<file path="config.mk">
export PLATFORM = sky130hd
export DESIGN_NAME = dbus_cbus_bridge
export DESIGN_NICKNAME = d
export VERILOG_FILES = /design/src/rtl/dbus_cbus_bridge.sv
export SDC_FILE = /design/constraint.sdc
export NUM_CORES = 1
export LEC_CHECK = 0
export CAP_MARGIN = 40
export CORE_MARGIN = 2
export CORE_UTILIZATION = 25
export DETAILED_ROUTE_END_ITERATION = 10
export SYNTH_ARGS = -nofsm -noshare
export SYNTH_HDL_FRONTEND = slang
export SYNTH_SLANG_ARGS = --single-unit
</file>
<file path="constraint.sdc">
create_clock -name i_clk -period 3.6 [get_ports i_clk]
set_clock_uncertainty 0.2 [all_clocks]
set_input_delay 0.36 -clock i_clk [delete_from_list [all_inputs] [get_ports i_clk]]
set_output_delay 0.36 -clock i_clk [all_outputs]
set_load 0.01 [all_outputs]
</file>
<file path="src/rtl/dbus_cbus_bridge.sv">
// Bridges the Memory-stage dbus handshake onto a single-beat, single-outstanding cbus access.
// The request is latched on acceptance; the response is optionally registered (REG_RESP).
module dbus_cbus_bridge #(
    parameter bit REG_RESP = 1'b0
) (
    input  logic        i_clk,
    input  logic        i_resetn,
    input  logic        i_dreq_valid,
    input  logic [31:0] i_dreq_addr,
    input  logic [2:0]  i_dreq_size,
    input  logic [3:0]  i_dreq_strobe,
    input  logic [31:0] i_dreq_data,
    output logic        o_dresp_addr_ok,
    output logic        o_dresp_data_ok,
    output logic [31:0] o_dresp_data,
    output logic        o_creq_valid,
    output logic        o_creq_is_write,
    output logic [2:0]  o_creq_size,
    output logic [31:0] o_creq_addr,
    output logic [3:0]  o_creq_strobe,
    output logic [31:0] o_creq_data,
    output logic [3:0]  o_creq_len,
    input  logic        i_cresp_ready,
    input  logic        i_cresp_last,
    input  logic [31:0] i_cresp_data
);

    typedef enum logic [1:0] {StIdle, StBusy, StResp} state_e;

    state_e      r_state;
    state_e      w_state_next;
    logic        w_accept;
    logic        w_beat;

    logic [31:0] r_addr;
    logic [2:0]  r_size;
    logic [3:0]  r_strobe;
    logic [31:0] r_data;
    logic        r_is_write;
    logic [31:0] r_resp_data;

    assign w_accept = i_dreq_valid && (r_state == StIdle);
    // A ready beat without last is a protocol violation and is ignored.
    assign w_beat   = (r_state == StBusy) && i_cresp_ready && i_cresp_last;

    always_ff @(posedge i_clk or negedge i_resetn) begin
        if (!i_resetn) begin
            r_state <= StIdle;
        end else begin
            r_state <= w_state_next;
        end
    end

    always_comb begin
        w_state_next = r_state;
        unique case (r_state)
            StIdle: if (i_dreq_valid) w_state_next = StBusy;
            StBusy: if (w_beat)       w_state_next = REG_RESP ? StResp : StIdle;
            StResp:                   w_state_next = StIdle;
            default:                  w_state_next = StIdle;
        endcase
    end

    always_comb begin
        o_dresp_addr_ok = w_accept;
        o_creq_valid    = (r_state == StBusy);
        if (REG_RESP) begin
            o_dresp_data_ok = (r_state == StResp);
            o_dresp_data    = r_resp_data;
        end else begin
            o_dresp_data_ok = w_beat;
            o_dresp_data    = i_resetn ? i_cresp_data : 32'h0;
        end
    end

    // Request latch: cbus side never sees dreq_* directly.
    always_ff @(posedge i_clk or negedge i_resetn) begin
        if (!i_resetn) begin
            r_addr     <= 32'h0;
            r_size     <= 3'h0;
            r_strobe   <= 4'h0;
            r_data     <= 32'h0;
            r_is_write <= 1'b0;
        end else if (w_accept) begin
            r_addr     <= i_dreq_addr;
            r_size     <= i_dreq_size;
            r_strobe   <= i_dreq_strobe;
            r_data     <= i_dreq_data;
            r_is_write <= |i_dreq_strobe;
        end
    end

    always_ff @(posedge i_clk or negedge i_resetn) begin
        if (!i_resetn) begin
            r_resp_data <= 32'h0;
        end else if (REG_RESP && w_beat) begin
            r_resp_data <= i_cresp_data;
        end
    end

    assign o_creq_is_write = r_is_write;
    assign o_creq_size     = r_size;
    assign o_creq_addr     = r_addr;
    assign o_creq_strobe   = r_strobe;
    assign o_creq_data     = r_data;
    assign o_creq_len      = 4'h0;

endmodule

</file>
# Yosys cells after proc, flatten, opt, wreduce, memory -nomap -nowiden
# Index checks and enable logic that the tools add are counted.
[word_totals]
regBits = 74
latchBits = 0
ram_bits = 0
rom_bits = 0
in_bits = 108
out_inout_bits = 111
elab_cells = 19
memories = 0
[classes]
addsub = 0
mul = 0
div = 0
order_cmp = 0
eq_ne = 3
shifts = 0
muxes = 4
bitwise_logic = 0
n_reduce_logical = 6
[op_table]
columns = ["cell", "count"]
rows = [
  ["32-bit two-way mux", 1],
  ["2-bit two-way mux", 2],
  ["2-bit inequality test (second input constant)", 2],
  ["2-bit case mux with 2 select lines", 1],
  ["4-bit OR reduction", 1],
  ["1-bit logical AND", 3],
  ["2-bit by 1-bit == test with 1-bit output (second input constant)", 1],
  ["2-bit zero test", 1],
  ["2-bit AND reduction", 1],
]

# Depth between registers and ports, before layout
# Gate-level depths: netlist (run 1).
[depth]
depth_word = 5
mapped_depth = 4
mapped_depth_nobuf = 2

# Worst setup path after synthesis (run 1)
# OpenSTA, ideal clock, no wires.
[synth_timing]
kind = "register -> register"
start = "register r_state[0]"
end = "register r_addr[13] (netlist: o_creq_addr[13])"
setup_ps = 125
t_arrival_ps = 1193
t_required_ps = 3275
slack_ps = 2081
stages_incl_launch_ff = 5
n_path_buf = 2
period_less_slack_ps = 1519
path_cell_list = "dfrtp_1 -> nor2b_1 -> buf_6 -> buf_6 -> mux2_4"
[synth_between]
elab_chain_len = 2
[synth_lines]
columns = ["element", "line_no", "text"]
rows = [
  ["start: declaration", "30", "state_e r_state;"],
  ["start signal: assignment", "48", "r_state <= StIdle;"],
  ["start signal: assignment", "50", "r_state <= w_state_next;"],
  ["2-bit zero test", "42", "assign w_accept = i_dreq_valid && (r_state == StIdle);"],
  ["1-bit logical AND", "42", ""],
  ["net o_dresp_addr_ok", "13", "output logic o_dresp_addr_ok,"],
  ["end signal: assignment", "85", "r_addr <= i_dreq_addr;"],
  ["end: declaration", "35", "logic [31:0] r_addr;"],
]
# The timed path passes the listed nets, and every way through them passes these cells.
# A chain may end at the register's enable or synchronous reset.

# Final worst setup path (run 1)
[layout_timing]
start = "input port i_resetn"
end = "output port o_dresp_data[6]"
[layout_between]
elab_chain_len = 1
[layout_lines]
columns = ["element", "line_no", "text"]
rows = [
  ["start: declaration", "7", "input logic i_resetn,"],
  ["32-bit two-way mux", "72", "o_dresp_data = i_resetn ? i_cresp_data : 32'h0;"],
  ["end: declaration", "15", "output logic [31:0] o_dresp_data,"],
]
# No other way between the ends.

==> impl_metrics.toml, run 1 <==
[route]
postRouteAntennaNets = 0
routed_wl_um = 8745
drc = 0
num_vias = 2401
drtIter0Drc = 47
drt_first_pass_iters = 3
via_per_inst = 4.063
wl_per_cell_um = 14.80

[sta]
period_share_pct = 77.23
layout_min_cycle_time_ps = 2780
tightest_slew_ps = 639.6
max-slew-margin-rel_pct = 57.36
grt_setup_unrepaired = "no"
hold_viol = 0
max_freq_ghz = 0.3597
finalWorstSetupSlack_ps = 819.8
slew_violations = 0
fin_tns_setup_ps = 0
hold_slack_ps = 286.5
setup_viol = 0

[worst_setup_path]
startpoint = "i_resetn"
cp.arrival_ps = 2220
worst-setup-path-type = "input pin to output pin"
worstPathMaxFanout = 66
r2r-end = "o_creq_addr[24]"
worstReg2RegStart = "r_state[0]"
reg2reg_depth = 3
worst_ep_required_time_ps = 3040
cp-start-kind = "input pin"
critPathMaxStageDelay_ps = 540
reg2reg_slack_ps = 1540
endpoint_kind = "output pin"
crit_path_cell_trace = "dlygate4sd3_1 > buf_4 > and2_1 > clkdlybuf4s50_1"
slowest_stage = "clkdlybuf4s50_1"

[logic_synthesis]
syn_area_sq_mm = 0.003259
post-synth-top-area-cell = "dfrtp_1"
ys_ff_latch = 73
syn_avg_cell_area_sq_um = 16.46
synth.distinct_cells = 12
synth_edf_count = 0
ys_async_sr_fraction_pct = 100.0
yosys-top-cells-area = "dfrtp_1, mux2_4, and2_1, buf_6, mux2_1"
ys_seq_area_share_pct = 56.05
yosys-top-cells-count = "dfrtp_1, mux2_4, and2_1"
ys.warnings.count = 0
yosysMostFrequentCell = "dfrtp_1"
synthCells = 198
synthFlopType = "dfrtp_1"
synth_top_area_share_pct = 56.05

[final_layout]
nFillCells = 1180
drive_gt1_share_pct = 20.76
antennaDiodeCount = 0
finalNetCount = 523
syn2layout_area_growth_pct = 79.73
post_layout_nonfiller_instances = 591

[floorplanning]
die-area_sq_mm = 0.01397
core_area_sq_mm = 0.01267
rows = 41
die_x_um = 118.2
io_pins = 219
die_h_um = 118.2
initial_utilization_pct = 25.72

[placement]
hpwl_um = 6411
dp_worst_setup_slack_ps = 1052
place_congestion = 0.6908
port_buffers = 214
dp.cells = 575

[cts]
clock_latency_ps = 320
cts_buffer_depth = 2
cts_buffers = 9
clockRootBuffer = "clkbuf_16"
htree_levels = 3
cts_tree = "done"
cts.sinks = 73
path_clk_slew_ps = 60

[global_routing]
grt_pass1_vias = 2592
grt_max_degree = 67
overflow = 0
use_met3_pct = 4.537
met1_usage_pct = 14.18
grt.busiest_layer = "met2"
grtUsageMet2_pct = 21.21
grt_pass1_wl_um = 13970
grt.total_usage_pct = 12.60
antenna_found_initial = 0

[power]
p_leak_nw = 2.477
power_density_mw_per_mm2 = 555.0
p_total_mw = 3.251
vdd_drop_max_mv = 0.2024

[hold_path]
hold_class = "flop to flop"
worstHoldStart = "o_creq_addr[23]"
holdPathEnd = "o_creq_addr[23]"
whs_path_depth = 1

[outcome]
status = "completed"

[job]
max-cap-violations = 0
==> cells by family (layout without fill, tap and decap cells) <==
kind of cell / after synthesis / after routing / synth area share [%]
buffers and inverters: 15 / 233 / 4.031
flip-flops: 73 / 73 / 56.05
multiplexers: 72 / 72 / 32.82
other: 1 / 4 / 0.1151
AND/OR/NAND/NOR: 37 / 37 / 6.987
==> per-stage QoR <==
stage                     util [%]  cell area [sq um]
after floorplan                  -               3271
after global placement       43.70               5537
after detailed placement     43.70               5537
after CTS                    46.23               5858
after global routing         46.23               5858
final                        46.23               5858
==> what timing repair did <==
action / in CTS / in global routing
hold buffers: 1 / 0
resized for setup: 0 / 0
hold endpoints to repair: 32 / 0
buffers inserted: 0 / 0
==> report_power, final <==
part | internal [mW] | switching, mW | total (mW)
combinational | 0.792 | 0.356 | 1.15
clock | 0.621 | 0.316 | 0.937
sequential | 1.04 | 0.127 | 1.17
total | 2.45 | 0.799 | 3.25
==> cell usage in the layout, fill, tap and decap left out, drive strengths merged <==
cell type      count
clkdlybuf4s50    213
dfrtp             73
mux2              72
and2              32
clkbuf            12
conb               4
buf                4
nor2               2
bufinv             2
and3               1
nor2b              1
or4                1
clkinv             1
dlygate4sd3        1
==> worst max path at each step <==
stage,end,slack (ps),cells past startpoint
final,o_dresp_data[6],820,4
after global routing,o_dresp_data[29],680,4
after CTS,o_dresp_data[6],790,4
after detailed placement,o_dresp_addr_ok,1050,3
after global placement,o_dresp_addr_ok,1050,3
after floorplan,o_creq_addr[13],2080,4
==> registers in the layout, indices dropped and copies added, names as in the netlist <==
signal,flops
o_creq_addr,32
o_creq_size,3
r_state,1
o_creq_data,32
o_creq_is_write,1
o_creq_strobe,4
==> area by class of cell <==
cell class / count / area [sq um] / area share (%)
clock buffers: 12 / 246.5 / 4.208
clock inverters: 3 / 65.06 / 1.111
multi-input cells: 113 / 1320 / 22.53
flip-flops and latches: 73 / 1827 / 31.18
well taps: 172 / 215.2 / 3.674
repair buffers: 218 / 2185 / 37.29
==> critical path, delay by kind of cell <==
family                 cells  cell delay [ps]
buffers and inverters      3             1590
AND/OR/NAND/NOR            1              230
==> per-layer routing <==
layer / vias to the layer above / share of wire, % / routed length [um]
met3: 15 / 8.7 / 762
li1: 1103 / - / -
met4: 0 / 2.0 / 178
met5: - / 0 / 0
met2: 124 / 49 / 4255
met1: 1159 / 41 / 3549
Power figures use the tool's default switching activity.
==> run 2: changes to the inputs <==
- clock period: 3.6 -> 2.8 ns (I/O delays scaled with it)
==> run 2 against run 1 <==
Against the previous run:
- flip-flop and latch count is the same
- sequential power grew 28%
- first-iteration DRC count grew 64%
- combinational power grew 29%
- cell count grew 0.34%
- via count is essentially flat
- count of clock-buffer cells in the layout shrank 2
- critical path depth is the same
- die area is the same
- worst hold slack lost 53 ps
==> impl_metrics.toml, run 2 (synthesized netlist as in run 1, its figures left out) <==
[outcome]
status = "completed"

[cts]
cts.sinks = 73
htree_levels = 3
cts_hold_buffers = 1
clockRootBuffer = "clkbuf_16"
clock_latency_ps = 320
cts_buffer_depth = 2
path_clk_slew_ps = 60
post_cts_buffers = 0
cts_buffers = 9
cts_tree = "done"
ctsResizeCount = 0

[floorplanning]
core_area_sq_mm = 0.01267
rows = 41
die_x_um = 118.2
die_h_um = 118.2
initial_utilization_pct = 25.72
die-area_sq_mm = 0.01397
io_pins = 219

[final_layout]
post_layout_nonfiller_instances = 593
mostFrequentLayoutCell = "clkdlybuf4s50_1"
syn2layout_area_growth_pct = 79.73
finalNetCount = 524
final_cell_mix = "clkdlybuf4s50_1, dfrtp_1, mux2_4, and2_1, clkbuf_16"
final_util_pct = 46.23
antennaDiodeCount = 0
drive_gt1_share_pct = 21.62

[global_routing]
grt_pass1_vias = 2609
grt_pass1_wl_um = 14220
overflow = 0
grt_max_degree = 49
grt.total_usage_pct = 12.84
antenna_found_initial = 0

[worst_setup_path]
cp-start-kind = "input pin"
worst_ep_required_time_ps = 2320
slowest_stage = "clkdlybuf4s50_1"
endpoint_kind = "output pin"
cp.arrival_ps = 1940
crit_path_cell_trace = "dlygate4sd3_1 > buf_4 > and2_1 > clkdlybuf4s50_1"
critPathMaxStageDelay_ps = 550
worst-setup-path-type = "input pin to output pin"
cp_top_family = "buffers and inverters"
path_buf_inv = 3
worstPathMaxFanout = 48

[sta]
setup_viol = 0
hold_viol = 0
slew_violations = 0
fin_tns_setup_ps = 0
max_freq_ghz = 0.4131
period_share_pct = 86.46
tightest_slew_ps = 564.8
layout_min_cycle_time_ps = 2421
grt_setup_unrepaired = "no"
finalWorstSetupSlack_ps = 379.1
max-slew-margin-rel_pct = 62.34

[route]
wl_per_cell_um = 14.97
dr_wl_met3_um = 708
top_layer_used = "met4"
postRouteAntennaNets = 0
met1_length_um = 3604
met2WireLength_um = 4506
num_vias = 2403
drc = 0
via_per_inst = 4.052
drtIter0Drc = 77
routed_wl_um = 8879
drt_first_pass_iters = 4

[power]
p_int_mw = 3.071
switching_power_mw = 1.067
seqPwrFrac_pct = 36.2
power_density_mw_per_mm2 = 706.3
vdd_drop_max_mv = 0.2817
p_leak_nw = 2.479
clock_power_share_pct = 28.1
combPwrFrac_pct = 35.7
p_sw_share_pct = 25.79

[placement]
port_buffers = 214
dp_worst_setup_slack_ps = 610.7
dp.cells = 576
hpwl_um = 6566
place_congestion = 0.6889

[job]
max-cap-violations = 0

[hold_path]
hold_class = "input pin to async pin"
==> run 2: cell types whose count changed in the layout (fill, tap and decap cells not counted) <==
| cell | delta |
|---|---|
| buf_4 | +1 |
| bufinv_16 | -1 |
| clkinvlp_4 | +1 |
| inv_6 | +1 |
| clkinv_4 | +1 |
| clkbuf_1 | -2 |
| clkinv_2 | +1 |
==> run 2: path summary, 6_finish.rpt <==
| check | end | depth (start not counted) | start | slack, ps |
|---|---|---|---|---|
| min in group i_clk | o_creq_addr[24] | 1 | o_creq_addr[24] | 290 |
| worst max-delay path | o_dresp_data[12] | 4 | i_resetn | 380 |
| worst min-delay path | o_creq_data[31] | 2 | i_resetn | 230 |
| worst min register to register | o_creq_addr[24] | 1 | o_creq_addr[24] | 290 |
| max in group asynchronous | o_creq_data[22] | 3 | i_resetn | 1320 |
| worst max register to register | o_creq_addr[24] | 3 | r_state[0] | 980 |
==> run 2: metrics by stage <==
stage / hold slack (ps) / area, sq um / total power, mW
final: 233.2 / 5858 / 4.138
after global routing: 280.1 / 5858 / 4.354
after CTS: 243.4 / 5858 / 4.215
after detailed placement: 49.50 / 5544 / 3.001
after global placement: 46.38 / 5544 / 2.990
after floorplan: -215.6 / 3271 / 2.131
==> run 2: layout make-up <==
type | instances | area, sq um
flip-flops and latches | 73 | 1827
clock buffers | 10 | 239.0
well taps | 172 | 215.2
fillers | 1171 | 6813
multi-input cells | 113 | 1320
repair buffers | 219 | 2192
clock inverters | 6 | 65.06
==> run 2: layer usage <==
layer  global-route usage (%)  up-vias
li1                         -     1098
met1                    15.23     1174
met2                    22.07      126
met3                    4.778        5
met4                    2.937        0
met5                        0        -
==> run 2: power by group through the flow <==
stage | logic (mW) | registers, mW | clock network, mW
floorplan | 0.501 | 1.63 | 0
detailed placement | 1.50 | 1.50 | 0
CTS | 1.50 | 1.50 | 1.21
global placement | 1.48 | 1.51 | 0
global route | 1.56 | 1.53 | 1.26
finish | 1.48 | 1.50 | 1.16
==> run 3: changes to the inputs <==
- PLACE_DENSITY: not set -> 0.69
==> run 3 against run 2 <==
Against the previous run:
- flip-flop and latch count unchanged
- combinational power about the same
- setup slack worse by 53 ps
- sequential share of layout area about the same
- global-route usage up 0.60 points
- critical path depth unchanged
- maximum frequency down 2.1%
- cell count unchanged
- non-clock buffer count unchanged
- count of clock-buffer cells in the layout up 3
- critical endpoint is now o_dresp_data[26]
- largest cell class unchanged
- highest routed layer unchanged
==> impl_metrics.toml, run 3 (synthesized netlist as in run 1, its figures left out) <==
[floorplanning]
initial_utilization_pct = 25.72
die_x_um = 118.2
io_pins = 219
rows = 41
core_area_sq_mm = 0.01267
die_h_um = 118.2
die-area_sq_mm = 0.01397

[global_routing]
grt.total_usage_pct = 13.45
grt_max_degree = 51
overflow = 0
antenna_found_initial = 0
grt_pass1_wl_um = 14720
grt_pass1_vias = 2727

[final_layout]
drive_gt1_share_pct = 20.90
final_cell_mix = "clkdlybuf4s50_1, dfrtp_1, mux2_4, and2_1, clkbuf_16"
stdcell_area_sq_mm = 0.005857
post_layout_nonfiller_instances = 593
syn2layout_area_growth_pct = 79.69
mostFrequentLayoutCell = "clkdlybuf4s50_1"
finalNetCount = 524
antennaDiodeCount = 0

[power]
power_density_mw_per_mm2 = 703.1
p_leak_nw = 2.477
vdd_drop_max_mv = 0.2970

[cts]
cts_buffer_depth = 2
clock_latency_ps = 320
path_clk_slew_ps = 60
cts_tree = "done"
cts_hold_buffers = 1
clockRootBuffer = "clkbuf_16"
cts.sinks = 73
htree_levels = 3
ctsResizeCount = 0
cts_buffers = 9
post_cts_buffers = 0

[placement]
dp_worst_setup_slack_ps = 685.9
port_buffers = 214
place_congestion = 0.7518
dp.cells = 576
place_area_sq_mm = 0.005557
hpwl_um = 6863

[job]
max-cap-violations = 0

[route]
met2WireLength_um = 4554
wl_per_cell_um = 15.58
via_per_inst = 4.052
drc = 0
num_vias = 2403
postRouteAntennaNets = 0
drtIter0Drc = 50
top_layer_used = "met4"
drt_first_pass_iters = 3
met1_length_um = 3643
routed_wl_um = 9240
dr_wl_met3_um = 960

[sta]
layout_min_cycle_time_ps = 2474
grt_setup_unrepaired = "no"
hold_viol = 0
slew_violations = 0
max_freq_ghz = 0.4043
hold_slack_ps = 245.6
fin_tns_setup_ps = 0
period_share_pct = 88.34
setup_viol = 0
finalWorstSetupSlack_ps = 326.5

[hold_path]
hold_class = "input pin to async pin"

[worst_setup_path]
endpoint_kind = "output pin"
cp-start-kind = "input pin"
worst-setup-path-type = "input pin to output pin"
worst_ep_required_time_ps = 2320
worstPathMaxFanout = 50
cp.arrival_ps = 1990

[outcome]
status = "completed"
-- run 3: cell types whose count changed in the layout (fill, tap and decap cells not counted) --
cell / delta
clkinvlp_4: -1
clkbuf_1: +3
clkinv_4: -1
buf_12: +1
buf_4: -1
inv_6: -1
-- run 3: cell type report --
type                            count  area, sq um
Clock inverter                      3        40.04
Fill cell                        1146         6814
Sequential cell                    73         1827
Timing Repair Buffer              219         2205
Tap cell                          172        215.2
Multi-Input combinational cell    113         1320
Clock buffer                       13        250.2
-- run 3: path summary, 6_finish.rpt --
path	depth (start not counted)	start	end	slack [ps]
worst max-delay path	4	i_resetn	o_dresp_data[26]	330
worst max register to register	3	r_state[0]	o_creq_addr[18]	1140
min in group i_clk	1	o_creq_addr[24]	o_creq_addr[24]	290
worst min-delay path	2	i_resetn	o_creq_addr[23]	250
max in group asynchronous	3	i_resetn	o_creq_addr[29]	1340
worst min register to register	1	o_creq_addr[24]	o_creq_addr[24]	290
-- run 3: where the power goes --
group	switching [mW]	leakage, nW	internal (mW)
registers	0.170	0.852	1.34
clock network	0.415	0.144	0.712
logic	0.462	1.48	1.02
total	1.05	2.48	3.07
-- run 3: worst max-delay path: stages --
cell and delay [ps]:
dlygate4sd3_1 530, buf_4 400, and2_1 230, clkdlybuf4s50_1 540
-- run 3: per-layer routing --
layer / vias to the layer above / global-route usage, %
met5: - / 0
met3: 5 / 5.405
li1: 1095 / -
met2: 150 / 22.87
met1: 1153 / 15.49
met4: 0 / 4.066
-- run 3: stage by stage --
step	total power, mW	util [%]
3_5_place_dp	3.017	43.85
6_report	4.118	46.22
2_1_floorplan	2.131	-
3_3_place_gp	2.990	43.85
5_1_grt	4.329	46.22
4_1_cts	4.186	46.22
